`config.mk`:
```
export PLATFORM = sky130hd
export DESIGN_NAME = sshooter_rom_loader
export DESIGN_NICKNAME = d
export VERILOG_FILES = /design/src/rtl/sshooter_rom_pkg.sv /design/src/rtl/sshooter_rom_region_decode.sv /design/src/rtl/sshooter_rom_loader.sv
export SDC_FILE = /design/constraint.sdc
export NUM_CORES = 1
export LEC_CHECK = 0
export BUFFER_PORTS_ARGS = -buffer_cell sky130_fd_sc_hd__buf_4
export CAP_MARGIN = 10
export CORE_MARGIN = 2
export CORE_UTILIZATION = 45
export DETAILED_ROUTE_END_ITERATION = 10
export GPL_ROUTABILITY_DRIVEN = 0
export PLACE_DENSITY = 0.8
export SLEW_MARGIN = 20
export SYNTH_ARGS = -nofsm -noshare
export SYNTH_HDL_FRONTEND = slang
export SYNTH_SLANG_ARGS = --single-unit
```
`constraint.sdc`:
```
create_clock -name clk_49m -period 2.5 [get_ports clk_49m]
set_clock_uncertainty 0.15 [all_clocks]
set_input_delay 0.375 -clock clk_49m [delete_from_list [all_inputs] [get_ports clk_49m]]
set_output_delay 0.375 -clock clk_49m [all_outputs]
set_load 0.005 [all_outputs]
```
`src/rtl/sshooter_rom_pkg.sv`:
```
// Shared types and constants for the Scooter Shooter ROM download path.
// Region order matches the one-hot rom_we bit order.
package sshooter_rom_pkg;

  localparam int ROM_WE_W   = 5;
  localparam int ROM_ADDR_W = 17;
  localparam int IMG_ADDR_W = 25;

  typedef enum logic [2:0] {
    REGION_MAIN = 3'd0,
    REGION_SND  = 3'd1,
    REGION_CHAR = 3'd2,
    REGION_SPR  = 3'd3,
    REGION_PROM = 3'd4
  } region_e;

  typedef enum logic [1:0] {
    IDLE    = 2'd0,
    LOADING = 2'd1,
    DONE    = 2'd2
  } load_state_e;

  function automatic logic [ROM_WE_W-1:0] region_onehot(input region_e r);
    return ROM_WE_W'(1) << r;
  endfunction

endpackage

```
`src/rtl/sshooter_rom_region_decode.sv`:
```
// Combinational address-to-region decoder for the ROM image map.
// Produces the one-hot region select, the region base and an out-of-map flag.
import sshooter_rom_pkg::*;

module sshooter_rom_region_decode #(
  parameter logic [IMG_ADDR_W-1:0] MAIN_END = 25'h0C000,
  parameter logic [IMG_ADDR_W-1:0] SND_END  = 25'h0E000,
  parameter logic [IMG_ADDR_W-1:0] CHAR_END = 25'h12000,
  parameter logic [IMG_ADDR_W-1:0] SPR_END  = 25'h1A000,
  parameter logic [IMG_ADDR_W-1:0] PROM_END = 25'h1A500
) (
  input  logic [IMG_ADDR_W-1:0] addr_i,
  output logic [ROM_WE_W-1:0]   sel_o,
  output logic [IMG_ADDR_W-1:0] base_o,
  output logic                  oom_o
);

  region_e region;

  // First region whose exclusive end lies above the address wins.
  always_comb begin
    region = REGION_MAIN;
    base_o = '0;
    oom_o  = 1'b0;
    if (addr_i < MAIN_END) begin
      region = REGION_MAIN;
    end else if (addr_i < SND_END) begin
      region = REGION_SND;
      base_o = MAIN_END;
    end else if (addr_i < CHAR_END) begin
      region = REGION_CHAR;
      base_o = SND_END;
    end else if (addr_i < SPR_END) begin
      region = REGION_SPR;
      base_o = CHAR_END;
    end else if (addr_i < PROM_END) begin
      region = REGION_PROM;
      base_o = SPR_END;
    end else begin
      oom_o  = 1'b1;
    end
    sel_o = oom_o ? '0 : region_onehot(region);
  end

endmodule

```
`src/rtl/sshooter_rom_loader.sv`:
```
// Routes the HPS index-0 download stream into the Scooter Shooter ROM regions.
// Optional image checksum is enabled with the ROM_CHECKSUM_EN macro.
import sshooter_rom_pkg::*;

module sshooter_rom_loader #(
  parameter logic [IMG_ADDR_W-1:0] MAIN_END = 25'h0C000,
  parameter logic [IMG_ADDR_W-1:0] SND_END  = 25'h0E000,
  parameter logic [IMG_ADDR_W-1:0] CHAR_END = 25'h12000,
  parameter logic [IMG_ADDR_W-1:0] SPR_END  = 25'h1A000,
  parameter logic [IMG_ADDR_W-1:0] PROM_END = 25'h1A500
`ifdef ROM_CHECKSUM_EN
  , parameter logic [15:0]         EXPECT_SUM = 16'h0000
`endif
) (
  input  logic                  clk_49m,
  input  logic                  reset,
  input  logic                  ioctl_download,
  input  logic [7:0]            ioctl_index,
  input  logic                  ioctl_wr,
  input  logic [IMG_ADDR_W-1:0] ioctl_addr,
  input  logic [7:0]            ioctl_data,
  output logic [ROM_WE_W-1:0]   rom_we,
  output logic [ROM_ADDR_W-1:0] rom_addr,
  output logic [7:0]            rom_data,
  output logic                  loading,
  output logic                  load_done,
  output logic                  load_err,
  output logic [IMG_ADDR_W-1:0] byte_count,
  output logic                  sum_ok
);

  load_state_e state_q, state_d;

  logic                  dl_q;
  logic                  relock_q;
  logic [ROM_WE_W-1:0]   rom_we_q;
  logic [ROM_ADDR_W-1:0] rom_addr_q;
  logic [7:0]            rom_data_q;
  logic [IMG_ADDR_W-1:0] byte_count_q, byte_count_d;
  logic                  load_err_q, load_err_d;

  logic                  idx_ok;
  logic                  accept;
  logic                  start;
  logic                  dl_end;
  logic                  take;
  logic [ROM_WE_W-1:0]   sel;
  logic [IMG_ADDR_W-1:0] base;
  logic                  oom;

  assign idx_ok = (ioctl_index == 8'd0);
  assign accept = ioctl_wr & ioctl_download & idx_ok;
  // relock_q blocks a spurious start when reset drops while a download is still running.
  assign start  = ioctl_download & ~dl_q & idx_ok & ~relock_q;
  assign dl_end = dl_q & ~ioctl_download;
  assign take   = accept & (start | (state_q == LOADING));

  sshooter_rom_region_decode #(
    .MAIN_END (MAIN_END),
    .SND_END  (SND_END),
    .CHAR_END (CHAR_END),
    .SPR_END  (SPR_END),
    .PROM_END (PROM_END)
  ) u_decode (
    .addr_i (ioctl_addr),
    .sel_o  (sel),
    .base_o (base),
    .oom_o  (oom)
  );

  always_ff @(posedge clk_49m or posedge reset) begin
    if (reset) begin
      state_q <= IDLE;
    end else begin
      state_q <= state_d;
    end
  end

  always_comb begin
    state_d = state_q;
    case (state_q)
      IDLE:    if (start)  state_d = LOADING;
      LOADING: if (dl_end) state_d = DONE;
      DONE:    if (start)  state_d = LOADING;
      default: state_d = IDLE;
    endcase
  end

  always_ff @(posedge clk_49m or posedge reset) begin
    if (reset) begin
      dl_q     <= 1'b0;
      relock_q <= 1'b1;
    end else begin
      dl_q <= ioctl_download;
      if (!ioctl_download) relock_q <= 1'b0;
    end
  end

  always_ff @(posedge clk_49m or posedge reset) begin
    if (reset) begin
      rom_we_q   <= '0;
      rom_addr_q <= '0;
      rom_data_q <= '0;
    end else begin
      rom_we_q <= take ? sel : '0;
      if (take) begin
        rom_addr_q <= ROM_ADDR_W'(ioctl_addr - base);
        rom_data_q <= ioctl_data;
      end
    end
  end

  // Start clears first, then a same-cycle accept is applied on top.
  always_comb begin
    byte_count_d = byte_count_q;
    load_err_d   = load_err_q;
    if (start) begin
      byte_count_d = '0;
      load_err_d   = 1'b0;
    end
    if (take) begin
      if (byte_count_d != '1) byte_count_d = byte_count_d + 1'b1;
      if (oom) load_err_d = 1'b1;
    end
  end

  always_ff @(posedge clk_49m or posedge reset) begin
    if (reset) begin
      byte_count_q <= '0;
      load_err_q   <= 1'b0;
    end else begin
      byte_count_q <= byte_count_d;
      load_err_q   <= load_err_d;
    end
  end

`ifdef ROM_CHECKSUM_EN
  logic [15:0] sum_q, sum_d;

  always_comb begin
    sum_d = start ? 16'h0000 : sum_q;
    if (take && !oom) sum_d = sum_d + {8'h00, ioctl_data};
  end

  always_ff @(posedge clk_49m or posedge reset) begin
    if (reset) begin
      sum_q <= '0;
    end else begin
      sum_q <= sum_d;
    end
  end
`endif

  always_comb begin
    loading = (state_q == LOADING);
`ifdef ROM_CHECKSUM_EN
    sum_ok  = (state_q == DONE) && (sum_q == EXPECT_SUM);
`else
    sum_ok  = 1'b1;
`endif
    load_done = (state_q == DONE) && (byte_count_q == PROM_END) &&
                !load_err_q && sum_ok;
  end

  assign rom_we     = rom_we_q;
  assign rom_addr   = rom_addr_q;
  assign rom_data   = rom_data_q;
  assign load_err   = load_err_q;
  assign byte_count = byte_count_q;

endmodule
```
---- Word-level counts from Yosys, hierarchy flattened ----
Index checks and enable logic that the tools add are counted.
storage, ports and cells
  bits in registers ....................... 60
  bits of input ports ..................... 45
cells by class
  add/sub/neg operators ................... 2
  order comparisons ....................... 5
  eq/ne operators ......................... 6
  shift-type cells ........................ 1
  muxes and demuxes ....................... 26
  bitwise operators ....................... 11
  reductions and logical operators ........ 7
operators with widths
  cell                     count
  $mux W17                 5
  $lt A25 B17 Y1 const B   3
  $mux W25                 3
  $lt A25 B16 Y1 const B   2
  $add A25 B1 Y25 const B  1
  $eq A25 B17 Y1 const B   1
  $ne A25 B25 Y1 const B   1
  $sub A17 B17 Y17         1
  $mux W3                  5
  $mux W5                  2
  $logic_not A8 Y1         1
  $mux W1                  8
  $and A1 B1 Y1            7
  $shl A1 B3 Y5 const A    1
  $mux W2                  2
  $ne A2 B1 Y1 const B     2
  $pmux W2 S2              1
  $not A1 Y1               3
  $eq A2 B1 Y1 const B     1
  $eq A2 B2 Y1 const B     1
  $logic_and A1 B1 Y1      2
  $logic_not A2 Y1         1
  $reduce_and A2 Y1        1
  $reduce_or A2 Y1         1
  2 further kinds          2

---- Logic depth before layout (Yosys ltp) ----
Gate-level depths: netlist of run 1.
  depth after elaboration ................. 9
  depth in mapped cells ................... 11
  mapped depth without buffers ............ 11

---- Hierarchy ----
From an unflattened synthesis of run 1, not the netlist that was laid out.
second synthesis, totals
  cell total of the unflattened synthesis .. 432
  area, all modules ....................... 3868.7 um2
modules (own cells, without submodules)
  module                      instances  cells an instance  area each (um2)  seq. area each (um2)
  sshooter_rom_loader         1          378                3472.1           1502.7
  sshooter_rom_region_decode  1          54                 396.6            0.0

---- Worst setup path before layout of run 1 ----
No wires, ideal clock.
  path kind ............................... input to register
  from .................................... input port ioctl_index[3]
  to ...................................... register byte_count_q[7], in the netlist byte_count[7]
  library setup time ...................... 0.077 ns
  arrival ................................. 2.503 ns
  data required time ...................... 2.273 ns
  slack ................................... -0.231 ns
  cell stages on the path ................. 9
  path buffers ............................ 0
  path through ............................ nor4_4 -> nand4_2 -> and2_1 -> ha_1 -> and3_1 -> and4_1 -> and4_1 -> or4_1 -> a21oi_1
on the way
  word-level cells in the longest chain between the ends .. 7
RTL lines
  item                                               RTL line                    source
  start: declaration                                 sshooter_rom_loader.sv:18   input logic [7:0] ioctl_index,
  $logic_not A8 Y1 (*)                               sshooter_rom_loader.sv:51   assign idx_ok = (ioctl_index == 8'd0);
  $and A1 B1 Y1 (2 in a row)                         sshooter_rom_loader.sv:54   assign start = ioctl_download & ~dl_q & idx_ok & ~relock_q;
  $mux W25                                           sshooter_rom_loader.sv:117  if (start) begin
  $add A25 B1 Y25 or $ne A25 B25 Y1 (tied branches)  sshooter_rom_loader.sv:122  if (byte_count_d != '1) byte_count_d = byte_count_d + 1'b1;
  $mux W25                                           sshooter_rom_loader.sv:122
  $mux W25 (*)                                       sshooter_rom_loader.sv:121  if (take) begin
  named net byte_count_d[7]                          sshooter_rom_loader.sv:39   logic [IMG_ADDR_W-1:0] byte_count_q, byte_count_d;
  end signal: assignment                             sshooter_rom_loader.sv:132  byte_count_q <= byte_count_d;
  end: declaration                                   sshooter_rom_loader.sv:39
Mark *: on every way through the listed nets, which the timed path passes. The rest lies on a longest branch.
A chain may end at the register's enable or synchronous reset.

---- Worst setup path in the final report of run 1 ----
  from .................................... register relock_q
  to ...................................... register byte_count_q[14], in the netlist byte_count[14]
on the way
  word-level cells in the longest chain between the ends .. 6
RTL lines
  item                                               RTL line                    source
  start: declaration                                 sshooter_rom_loader.sv:35   logic relock_q;
  start signal: assignment                           sshooter_rom_loader.sv:92   relock_q <= 1'b1;
  start signal: assignment                           sshooter_rom_loader.sv:95   if (!ioctl_download) relock_q <= 1'b0;
  $not A1 Y1 (*)                                     sshooter_rom_loader.sv:54
  $and A1 B1 Y1 (*)                                  sshooter_rom_loader.sv:54
  $mux W25                                           sshooter_rom_loader.sv:117
  $add A25 B1 Y25 or $ne A25 B25 Y1 (tied branches)  sshooter_rom_loader.sv:122
  $mux W25                                           sshooter_rom_loader.sv:122
  $mux W25 (*)                                       sshooter_rom_loader.sv:121
  named net byte_count_d[14]                         sshooter_rom_loader.sv:39
Marked as above.

==> summary.txt, run 1 <==
Outcome
  • Status: finished with violations
  • Failing checks: negative setup slack

STA
  • Worst-Margin Slew: about 0.54 ns
  • Final hold vios: 0
  • RSZ-0062 raised after global routing: true
  • Setup slack after layout: -0.0174 ns
  • Slew HR: between 60% and 70%
  • Crit path time final: around 2.5 ns
  • Fin. max-slew vios: 0
  • Max Freq: 0.397 GHz
  • Setup violations, final: 1
  • Setup TNS: -0.0174 ns
  • Period utilization: 101%
  • Hold Slack: 0.0776 ns

Place
  • IO Port Bufs: roughly 100
  • Post-detail-place hpwl: between 6 and 7 mm

Global routing
  • Vias in the first global route: roughly 3.2k
  • Grt ovf: 0
  • Largest net degree at the start of global routing: 28
  • Initial antenna violation count: 0
  • First-pass GRT wire length: 14.6 mm
  • GRT Resource Usage Total: about a quarter

Critical path
  • Setup crit end kind: flip-flop
  • CP Launch Type: flip-flop
  • CP Max Fanout: 5
  • Req. time, crit path: between 2 and 3 ns
  • WS Path Type: flip-flop to flip-flop
  • CP Data Arrival Time: ~2.7 ns

Die
  • Die span in y: approximately 90 um
  • Core ar.: approximately 6800 sq um
  • Initial core utilization: a little under half
  • Die area: between 7000 and 8000 sq um
  • IO Count: 104
  • Die width: slightly below 90 um
  • Rows: 30

Worst hold path
  • Hold WC Path Type: primary input to flip-flop

Synthesis
  • Post-Syn Area: about 3200 sq um
  • #FFs+latches synth: 60
  • Post-Synthesis Cells: 348
  • Ys flop type: dfrtp_1
  • Post-synth EDFFs: 0
  • Async S/R FF share, synth: 100%
  • Syn nets: 398
  • Yosys warns: 0
  • Syn Area/Cell: between 9 and 10 sq um
  • Distinct cells, synth: slightly above 60
  • Post-synthesis sequential area ratio: between 40% and 50%

CTS
  • Root Buffer: clkbuf_8
  • Htree depth: 3
  • # clock sinks: 60
  • CTS max path bufs: 2
  • Skew-Pair Late Insertion Delay: roughly 0.34 ns
  • CTS Buf Count: 9
  • CTS tree: done
  • Clock-pin slew on the worst setup and hold paths: 0.07 ns

Detailed routing
  • DRT Pass-1 Iters: 5
  • DRC: 0
  • Initial drt markers: between 200 and 250
  • Routed vias: approximately 3.3k
  • Vias per inst: approximately 5.6
  • DR WL/cell: about 15 um
  • Met2 WL: roughly 4.6 mm
  • Routed wire length: roughly 9.1 mm
  • DRT antenna net count: 0
  • Met3 routed WL: roughly 800 um
  • DR top layer: met4
  • M1 wire length: 3.49 mm

Cells and area
  • Layout Nets: around 540
  • Layout cell share with drive strength beyond 1: approximately 37%
  • Fillers: 535
  • Synthesis-to-layout area growth: 46.7%
  • ANT cells: 0

Power
  • Pwr dens: between 400 and 500 nW/um^2
  • Clock Power Share: a little under half
  • Combinational power share: about 7.3%
  • Max rail drop VDD: 0.000288 V
  • Total power: 2210 uW
  • Share of power burned in registers: about 45%
  • Switch share: a little over a fifth
  • Switching pwr: around 480 uW
  • Leak: about 0.0023 uW
  • Internal power: about 1700 uW

Job
  • MaxCap Viol Count: 0
-- flip-flops by register name, summed over array words and instances, names as in the netlist --
| signal | flops |
|---|---|
| relock_q | 1 |
| state_q | 2 |
| rom_we | 5 |
| load_err | 1 |
| dl_q | 1 |
| rom_addr | 17 |
| rom_data | 8 |
| byte_count | 25 |
-- routing by layer --
layer  vias to the layer above  global-route usage (%)
met4                         0                    13.1
li1                       1539                       -
met5                         -                       0
met1                      1579                    28.7
met2                       168                    40.4
met3                        21                    6.31
-- kinds of logic after synthesis --
logic type      Yosys count  synth area share [%]
fa+ha+maj                 5                  2.21
simple gates            192                  32.0
mux                       3                 0.986
buf+inv                  21                  2.96
xor+xnor                  6                  1.66
other cells               1                 0.118
compound gates           60                  12.7
flops                    60                  47.4
-- power by group through the flow --
stage / Sequential (uW) / Combinational (uW) / Clock (uW)
after floorplan: 1000 / 51.9 / 0
after global placement: 1000 / 155 / 0
after detailed placement: 1000 / 160 / 0
after CTS: 986 / 162 / 1070
after global routing: 987 / 180 / 1110
final: 987 / 162 / 1060
-- placed cells by master (no fill, tap or decap), types with 3 or more instances in the layout --
cell,count
dfrtp_1,59
nor3_1,7
xnor2_1,3
bufinv_16,3
ha_1,3
nand2_1,89
a21oi_1,14
or3_1,8
buf_4,139
or4_1,5
inv_1,8
a21oi_2,3
nor4_1,7
nand3_1,10
nand4_1,11
and2_1,6
xor2_1,3
and4_1,6
nor2_1,11
o31ai_1,4
o21ai_0,16
clkbuf_8,9
-- what timing repair did --
| action | in CTS | in global routing |
|---|---|---|
| hold endpoints to repair | 22 | 0 |
| gates resized for setup | 0 | 14 |
| hold buffers | 1 | 0 |
| endpoints found under the setup margin | 1 | 9 |
| buffers inserted | 2 | 2 |
| pin swaps | 3 | 9 |
-- synth_stat cells, types with 2 or more instances --
library cell	count	share of area (%)
inv_1	9	1.1
ha_1	4	1.6
nor4bb_1	2	0.63
and2_1	8	1.6
o31ai_1	4	0.95
nand2_1	89	11
and3_1	4	0.79
nor2_1	12	1.4
or3_1	10	2.0
a21o_1	2	0.47
and4b_1	2	0.63
nor3_1	7	1.1
a21oi_1	17	2.7
nor4_1	7	1.4
clkbuf_1	7	0.83
xor2_1	3	0.83
o21ai_0	17	2.7
o41ai_1	2	0.55
a31oi_1	2	0.39
nand4_1	11	2.2
dfrtp_1	59	47
and4_1	8	2.2
nor4_2	2	0.79
nand3b_1	2	0.47
xnor2_1	3	0.83
nand2b_1	2	0.39
mux2i_1	2	0.63
buf_2	3	0.47
a211oi_1	2	0.47
nand3_1	11	1.7
or4_1	5	1.2
-- cell type report --
class                           count  area (sq um)  share of cell area, %
Multi-Input combinational cell    267          1680                   36.0
Timing Repair Buffer              142          1080                   23.3
Clock inverter                      7           115                   2.47
Clock buffer                        9           124                   2.66
Sequential cell                    60          1500                   32.3
Inverter                            9          33.8                  0.726
Tap cell                           96           120                   2.58
-- path summary, 6_finish.rpt --
check,depth (start not counted),slack [ns],start,to
setup / recovery,11,-0.02,relock_q,byte_count[14]
hold / removal,3,0.08,ioctl_data[6],rom_data[6]
setup reg to reg,11,-0.02,relock_q,byte_count[14]
hold reg to reg,2,0.32,rom_addr[2],rom_addr[2]
max in group asynchronous,4,1.07,reset,relock_q
min in group asynchronous,3,0.49,reset,rom_addr[6]
-- critical path, stage by stage, from the launching register on --
cell      delay [ns]
dfstp_2         0.55
nor2_4          0.04
nand4_4         0.11
and2_4          0.17
ha_4            0.13
buf_6           0.10
nand3_4         0.09
nor4_4          0.28
buf_4           0.17
o311ai_4        0.12
or3_4           0.42
a21oi_2         0.11
-- metrics by stage --
step | instance area [sq um] | std cells | utilization (%) | worst slack, ns
after floorplan | 3210 | 348 | - | -0.0318
final | 4660 | 590 | 68.5 | -0.0174
after global routing | 4660 | 590 | 68.5 | -0.116
after detailed placement | 4310 | 569 | 63.5 | -0.139
after global placement | 4310 | 569 | 63.5 | -0.0860
after CTS | 4580 | 588 | 67.4 | 0.00610
Power figures use the tool's default switching activity.
==> inputs of run 2 (changes only) <==
--- a/config.mk
+++ b/config.mk
@@ -6,7 +6,6 @@
 export NUM_CORES = 1
 export LEC_CHECK = 0
 export BUFFER_PORTS_ARGS = -buffer_cell sky130_fd_sc_hd__buf_4
-export CAP_MARGIN = 10
 export CORE_MARGIN = 2
 export CORE_UTILIZATION = 45
 export DETAILED_ROUTE_END_ITERATION = 10
==> constraint.sdc (replaced) <==
create_clock -name clk_49m -period 2.5 [get_ports clk_49m]
set_clock_uncertainty 0.15 [all_clocks]
set_input_delay 0.375 -clock clk_49m [delete_from_list [all_inputs] [get_ports clk_49m]]
set_output_delay 0.375 -clock clk_49m [all_outputs]
set_load 0.1 [all_outputs]
==> run 2 against run 1 <==
Largest cell class unchanged. The run still ends with negative setup slack left. Final cell count decreased by 1.5%. Combinational power increased by 35%. Via count decreased by 0.97%. Critical endpoint is now byte_count[20].
==> summary.txt, run 2 (synthesis gave the netlist of run 1 again) <==
Power
  • Max rail drop VDD: about 0.00028 V
  • Pwr dens: about 460 nW/um^2
  • Leak: roughly 0.0022 uW

STA
  • Worst-Margin Slew: between 0.5 and 0.6 ns
  • Hold Slack: ~0.075 ns
  • Setup slack after layout: -0.0211 ns
  • Fin. max-slew vios: 0
  • Slew HR: roughly two thirds
  • Setup violations, final: 1
  • Max Freq: ~0.40 GHz
  • Crit path time final: roughly 2.5 ns
  • Final hold vios: 0
  • Period utilization: 101%
  • RSZ-0062 raised after global routing: true

Cells and area
  • Commonest cells after routing, fill and taps aside: buf_4, nand2_1, dfrtp_1, o21ai_0, a21oi_1
  • Fillers: between 500 and 600
  • Layout cell share with drive strength beyond 1: between 30% and 40%
  • Most common cell after layout, fill and taps aside: buf_4
  • Number of flip-flops in the largest register: 25
  • Synthesis-to-layout area growth: 43.6%
  • ANT cells: 0
  • Layout Nets: between 500 and 600

Critical path
  • WS Path Type: flip-flop to flip-flop
  • Req. time, crit path: between 2 and 3 ns
  • CP cell instances: nor2_2 -> nand4_2 -> and2_4 -> ha_4 -> nand3_4 -> nor2_1 -> nand4_1 -> or4_1 -> a21oi_1
  • Setup crit end kind: flip-flop
  • Delay of the slowest critical-path stage: between 0.5 and 0.6 ns
  • Slowest cell on crit path: dfstp_2
  • CP Max Fanout: 4
  • CP Data Arrival Time: roughly 2.6 ns
  • CP Launch Type: flip-flop

Die
  • Die span in y: 88.0 um
  • Initial core utilization: roughly 47%
  • Die width: 88.0 um
  • IO Count: around 100
  • Rows: 30
  • Core ar.: between 6000 and 7000 sq um
  • Die area: between 7000 and 8000 sq um

Place
  • Pre-CTS WS: -0.217 ns
  • Post-detail-place hpwl: slightly below 7 mm
  • IO Port Bufs: 102

Job
  • MaxCap Viol Count: 0

Detailed routing
  • DRT antenna net count: 0
  • Initial drt markers: ~330
  • DRC: 0
  • Routed wire length: 9.25 mm
  • Vias per inst: around 5.6
  • DR WL/cell: 15.9 um
  • Routed vias: about 3.3k
  • DRT Pass-1 Iters: 5

CTS
  • Htree depth: 3
  • CTS Buf Count: 9
  • Clock-pin slew on the worst setup and hold paths: roughly 0.07 ns
  • Root Buffer: clkbuf_8
  • CTS tree: done
  • Skew-Pair Late Insertion Delay: between 0.3 and 0.4 ns
  • CTS max path bufs: 2
  • # clock sinks: 60

Global routing
  • Initial antenna violation count: 0
  • Grt ovf: 0
  • First-pass GRT wire length: ~15 mm
  • GRT Resource Usage Total: between 20 and 25%
  • Vias in the first global route: around 3.2k
  • Largest net degree at the start of global routing: approximately 60

Outcome
  • Status: finished with violations
  • Failing checks: negative setup slack

Worst hold path
  • Hold WC Path Type: primary input to flip-flop
run 2: cell type report:
cell class	count	area (sq um)	share of cell area (%)
clock buffers	14	163	3.57
flip-flops and latches	60	1510	33.2
multi-input cells	267	1680	36.8
clock inverters	2	35.0	0.769
well taps	96	120	2.64
repair buffers	133	1010	22.2
inverters	9	33.8	0.742
run 2: routing by layer:
metal | GRT usage (%) | routed length [um]
met3 | 7.45 | 746
met4 | 12.4 | 231
met1 | 29.3 | 3690
met2 | 41.4 | 4590
met5 | 0 | 0
run 2: per-stage QoR:
step | power [uW] | instances | setup TNS [ns] | cell area, sq um | utilization [%]
3_5_place_dp | 1220 | 560 | -2.24 | 4270 | 62.9
3_3_place_gp | 1220 | 560 | -0.806 | 4270 | 62.9
4_1_cts | 2110 | 577 | 0 | 4500 | 66.3
5_1_grt | 2170 | 581 | -0.115 | 4560 | 67.1
2_1_floorplan | 1110 | 348 | -0.138 | 3230 | -
6_report | 2100 | 581 | -0.0211 | 4560 | 67.1
run 2: final timing paths:
check	start	endpoint	slack, ns	cells after the start
setup reg to reg	relock_q	byte_count[20]	-0.02	9
hold / removal	ioctl_addr[7]	rom_addr[7]	0.08	3
hold reg to reg	rom_addr[5]	rom_addr[5]	0.31	2
max in group asynchronous	reset	relock_q	1.38	4
min in group asynchronous	reset	rom_addr[6]	0.51	4
setup / recovery	relock_q	byte_count[20]	-0.02	9
run 2: where the power goes:
group          internal, uW  switching (uW)  total (uW)  leakage [uW]
Combinational          87.6             131         218       0.00126
Sequential              980            7.65         988      0.000812
Clock                   515             375         890      0.000101
run 2: critical path, delay by kind of cell, from the launching register on:
family	cells	cell delay (ns)
AOI/OAI and AO/OA	1	0.24
and+or+nand+nor	7	1.35
adders and majority gates	1	0.16
DFF	1	0.54
run 2: timing repair:
item / CTS / global route
pin swaps: 5 / 4
endpoints found under the hold margin: 59 / 0
cloned: 0 / 0
endpoints found under the setup margin: 3 / 8
hold buffers: 1 / 0
resized for setup: 4 / 5
setup buffers: 1 / 4
==> inputs of run 3 (changes only) <==
--- a/config.mk
+++ b/config.mk
@@ -6,12 +6,11 @@
 export NUM_CORES = 1
 export LEC_CHECK = 0
 export BUFFER_PORTS_ARGS = -buffer_cell sky130_fd_sc_hd__buf_4
-export CORE_MARGIN = 2
+export CORE_MARGIN = 3
 export CORE_UTILIZATION = 45
 export DETAILED_ROUTE_END_ITERATION = 10
 export GPL_ROUTABILITY_DRIVEN = 0
 export PLACE_DENSITY = 0.8
-export SLEW_MARGIN = 20
 export SYNTH_ARGS = -nofsm -noshare
 export SYNTH_HDL_FRONTEND = slang
 export SYNTH_SLANG_ARGS = --single-unit
==> run 3 against run 2 <==
Critical endpoint is now byte_count[7]. Sequential power about the same. Largest power group unchanged. Global-route usage decreased by 2.2 points. Combinational power about the same. The run now ends clean. Final cell count increased by 0.69%.
==> summary.txt, run 3 (synthesis gave the netlist of run 1 again) <==
Power
  • Switch share: 26.6%
  • Share of power burned in registers: between 50% and 60%
  • Internal power: about 1400 uW
  • Clock Power Share: 38.8%
  • Pwr dens: between 400 and 500 nW/um^2
  • Total power: between 1500 and 2000 uW
  • Switching pwr: around 530 uW
  • Max rail drop VDD: about 0.00028 V
  • Combinational power share: between 10% and 20%
  • Leak: 0.00220 uW

Job
  • MaxCap Viol Count: 0

Die
  • Die area: 8090 sq um
  • Die width: 90.0 um
  • Core ar.: about 6600 sq um
  • Rows: 29
  • IO Count: approximately 100
  • Die span in y: 90.0 um
  • Initial core utilization: roughly 48%

STA
  • Setup slack after layout: ~0.065 ns
  • Max Freq: 0.411 GHz
  • Period utilization: slightly below 100%
  • Fin. max-slew vios: 0
  • Hold Slack: approximately 0.08 ns
  • Crit path time final: 2.43 ns
  • Setup violations, final: 0
  • RSZ-0062 raised after global routing: true
  • Final hold vios: 0

Global routing
  • GRT Resource Usage Total: a little under a quarter
  • Grt ovf: 0
  • First-pass GRT wire length: 15.2 mm
  • Largest net degree at the start of global routing: slightly above 60
  • Vias in the first global route: between 3k and 4k
  • Initial antenna violation count: 0

Place
  • Pre-CTS WS: -0.224 ns
  • Post-detail-place hpwl: around 6.6 mm
  • Placed cells: 560
  • IO Port Bufs: just over 100

Critical path
  • Critical Path Most Common Cell: and4_4
  • CP Max Fanout: 6
  • Req. time, crit path: about 2.6 ns
  • Delay of the slowest critical-path stage: 0.40 ns
  • Slowest cell on crit path: dfrtp_1
  • CP Launch Type: flip-flop
  • CP top delay family: simple AND/OR/NAND/NOR gates
  • CP Data Arrival Time: 2.55 ns
  • WS Path Type: flip-flop to flip-flop
  • CP cell instances: nor2_2 -> nand4_2 -> and2_4 -> ha_4 -> and3_4 -> and4_4 -> and4_4 -> or4_1 -> a21oi_1
  • CP bufs+invs: 0
  • Setup crit end kind: flip-flop

Detailed routing
  • DR WL/cell: about 16 um
  • DRT Pass-1 Iters: 4
  • Routed vias: about 3.2k
  • DRT antenna net count: 0
  • Initial drt markers: around 220
  • Routed wire length: 9.12 mm
  • DRC: 0
  • Vias per inst: roughly 5.4

CTS
  • Root Buffer: clkbuf_8
  • # clock sinks: 60
  • Skew-Pair Late Insertion Delay: 0.33 ns
  • CTS Buf Count: 9
  • CTS max path bufs: 2
  • CTS tree: done
  • Htree depth: 3
  • Clock-pin slew on the worst setup and hold paths: 0.07 ns

Cells and area
  • Layout cell share with drive strength beyond 1: approximately two fifths
  • Area of the multi-input gates: between 1500 and 2000 sq um
  • Commonest cells after routing, fill and taps aside: buf_4, nand2_1, dfrtp_1, o21ai_0, a21oi_1
  • Post-route insts no fill: roughly 590
  • Fillers: between 500 and 600
  • Layout Nets: around 540
  • Synthesis-to-layout area growth: 44.6%
  • Number of flip-flops in the largest register: 25
  • Most common cell after layout, fill and taps aside: buf_4
  • ANT cells: 0
  • Storage cell area: 1510 sq um

Outcome
  • Status: completed

Worst hold path
  • Hold WC Path Type: primary input to flip-flop
## run 3: cell count changes in the layout (fill, tap and decap cells not counted), moves of 2 or more
cell      previous run  this run
a21oi_2              2         5
clkinv_2             1         4
clkbuf_1             3         1
a21oi_1             15        12
buf_4              131       137
## run 3: metrics by stage
stage	instance area, sq um	util, %	setup TNS (ns)
floorplan	3230	-	-0.138
global placement	4290	65.0	-1.10
detailed placement	4290	65.0	-2.01
CTS	4550	68.9	0
global route	4590	69.5	-0.111
finish	4590	69.5	0
## run 3: path summary, 6_finish.rpt
check / from / cells past startpoint / end / slack (ns)
min: ioctl_addr[1] / 3 / rom_addr[1] / 0.08
max: dl_q / 9 / byte_count[7] / 0.07
max in group asynchronous: reset / 4 / relock_q / 1.38
max reg2reg: dl_q / 9 / byte_count[7] / 0.07
min reg2reg: rom_data[5] / 2 / rom_data[5] / 0.32
min in group asynchronous: reset / 4 / byte_count[6] / 0.51
## run 3: per-layer routing
layer  vias to the layer above  GRT usage, %  wire, um
li1                       1543             -         -
met1                      1497          27.1      3610
met2                       133          38.0      4550
met3                        15          6.84       759
met4                         0          9.95       193
met5                         -             0         0
## run 3: final cells by class
type | instances | share of cell area [%]
clock inverters | 5 | 0.600
inverters | 9 | 0.736
flip-flops and latches | 60 | 33.0
repair buffers | 140 | 23.3
multi-input cells | 267 | 36.8
well taps | 93 | 2.54
clock buffers | 11 | 3.08
## run 3: tightest hold or removal path, cell delays in order
cell,delay [ns]
buf_4,0.07
nand2_1,0.03
nand2_1,0.05
## run 3: power by group through the flow
stage | clock [uW] | combinational, uW | sequential (uW)
2_1_floorplan | 0 | 58.4 | 1060
3_3_place_gp | 0 | 212 | 1010
3_5_place_dp | 0 | 216 | 1010
4_1_cts | 781 | 219 | 987
5_1_grt | 835 | 237 | 988
6_report | 766 | 221 | 987
## run 3: timing repair
item	in CTS	in global routing
hold buffers	1	0
setup buffers	9	1
resized for setup	3	9
pin swaps	6	7
endpoints found under the hold margin	59	0
endpoints found under the setup margin	4	13
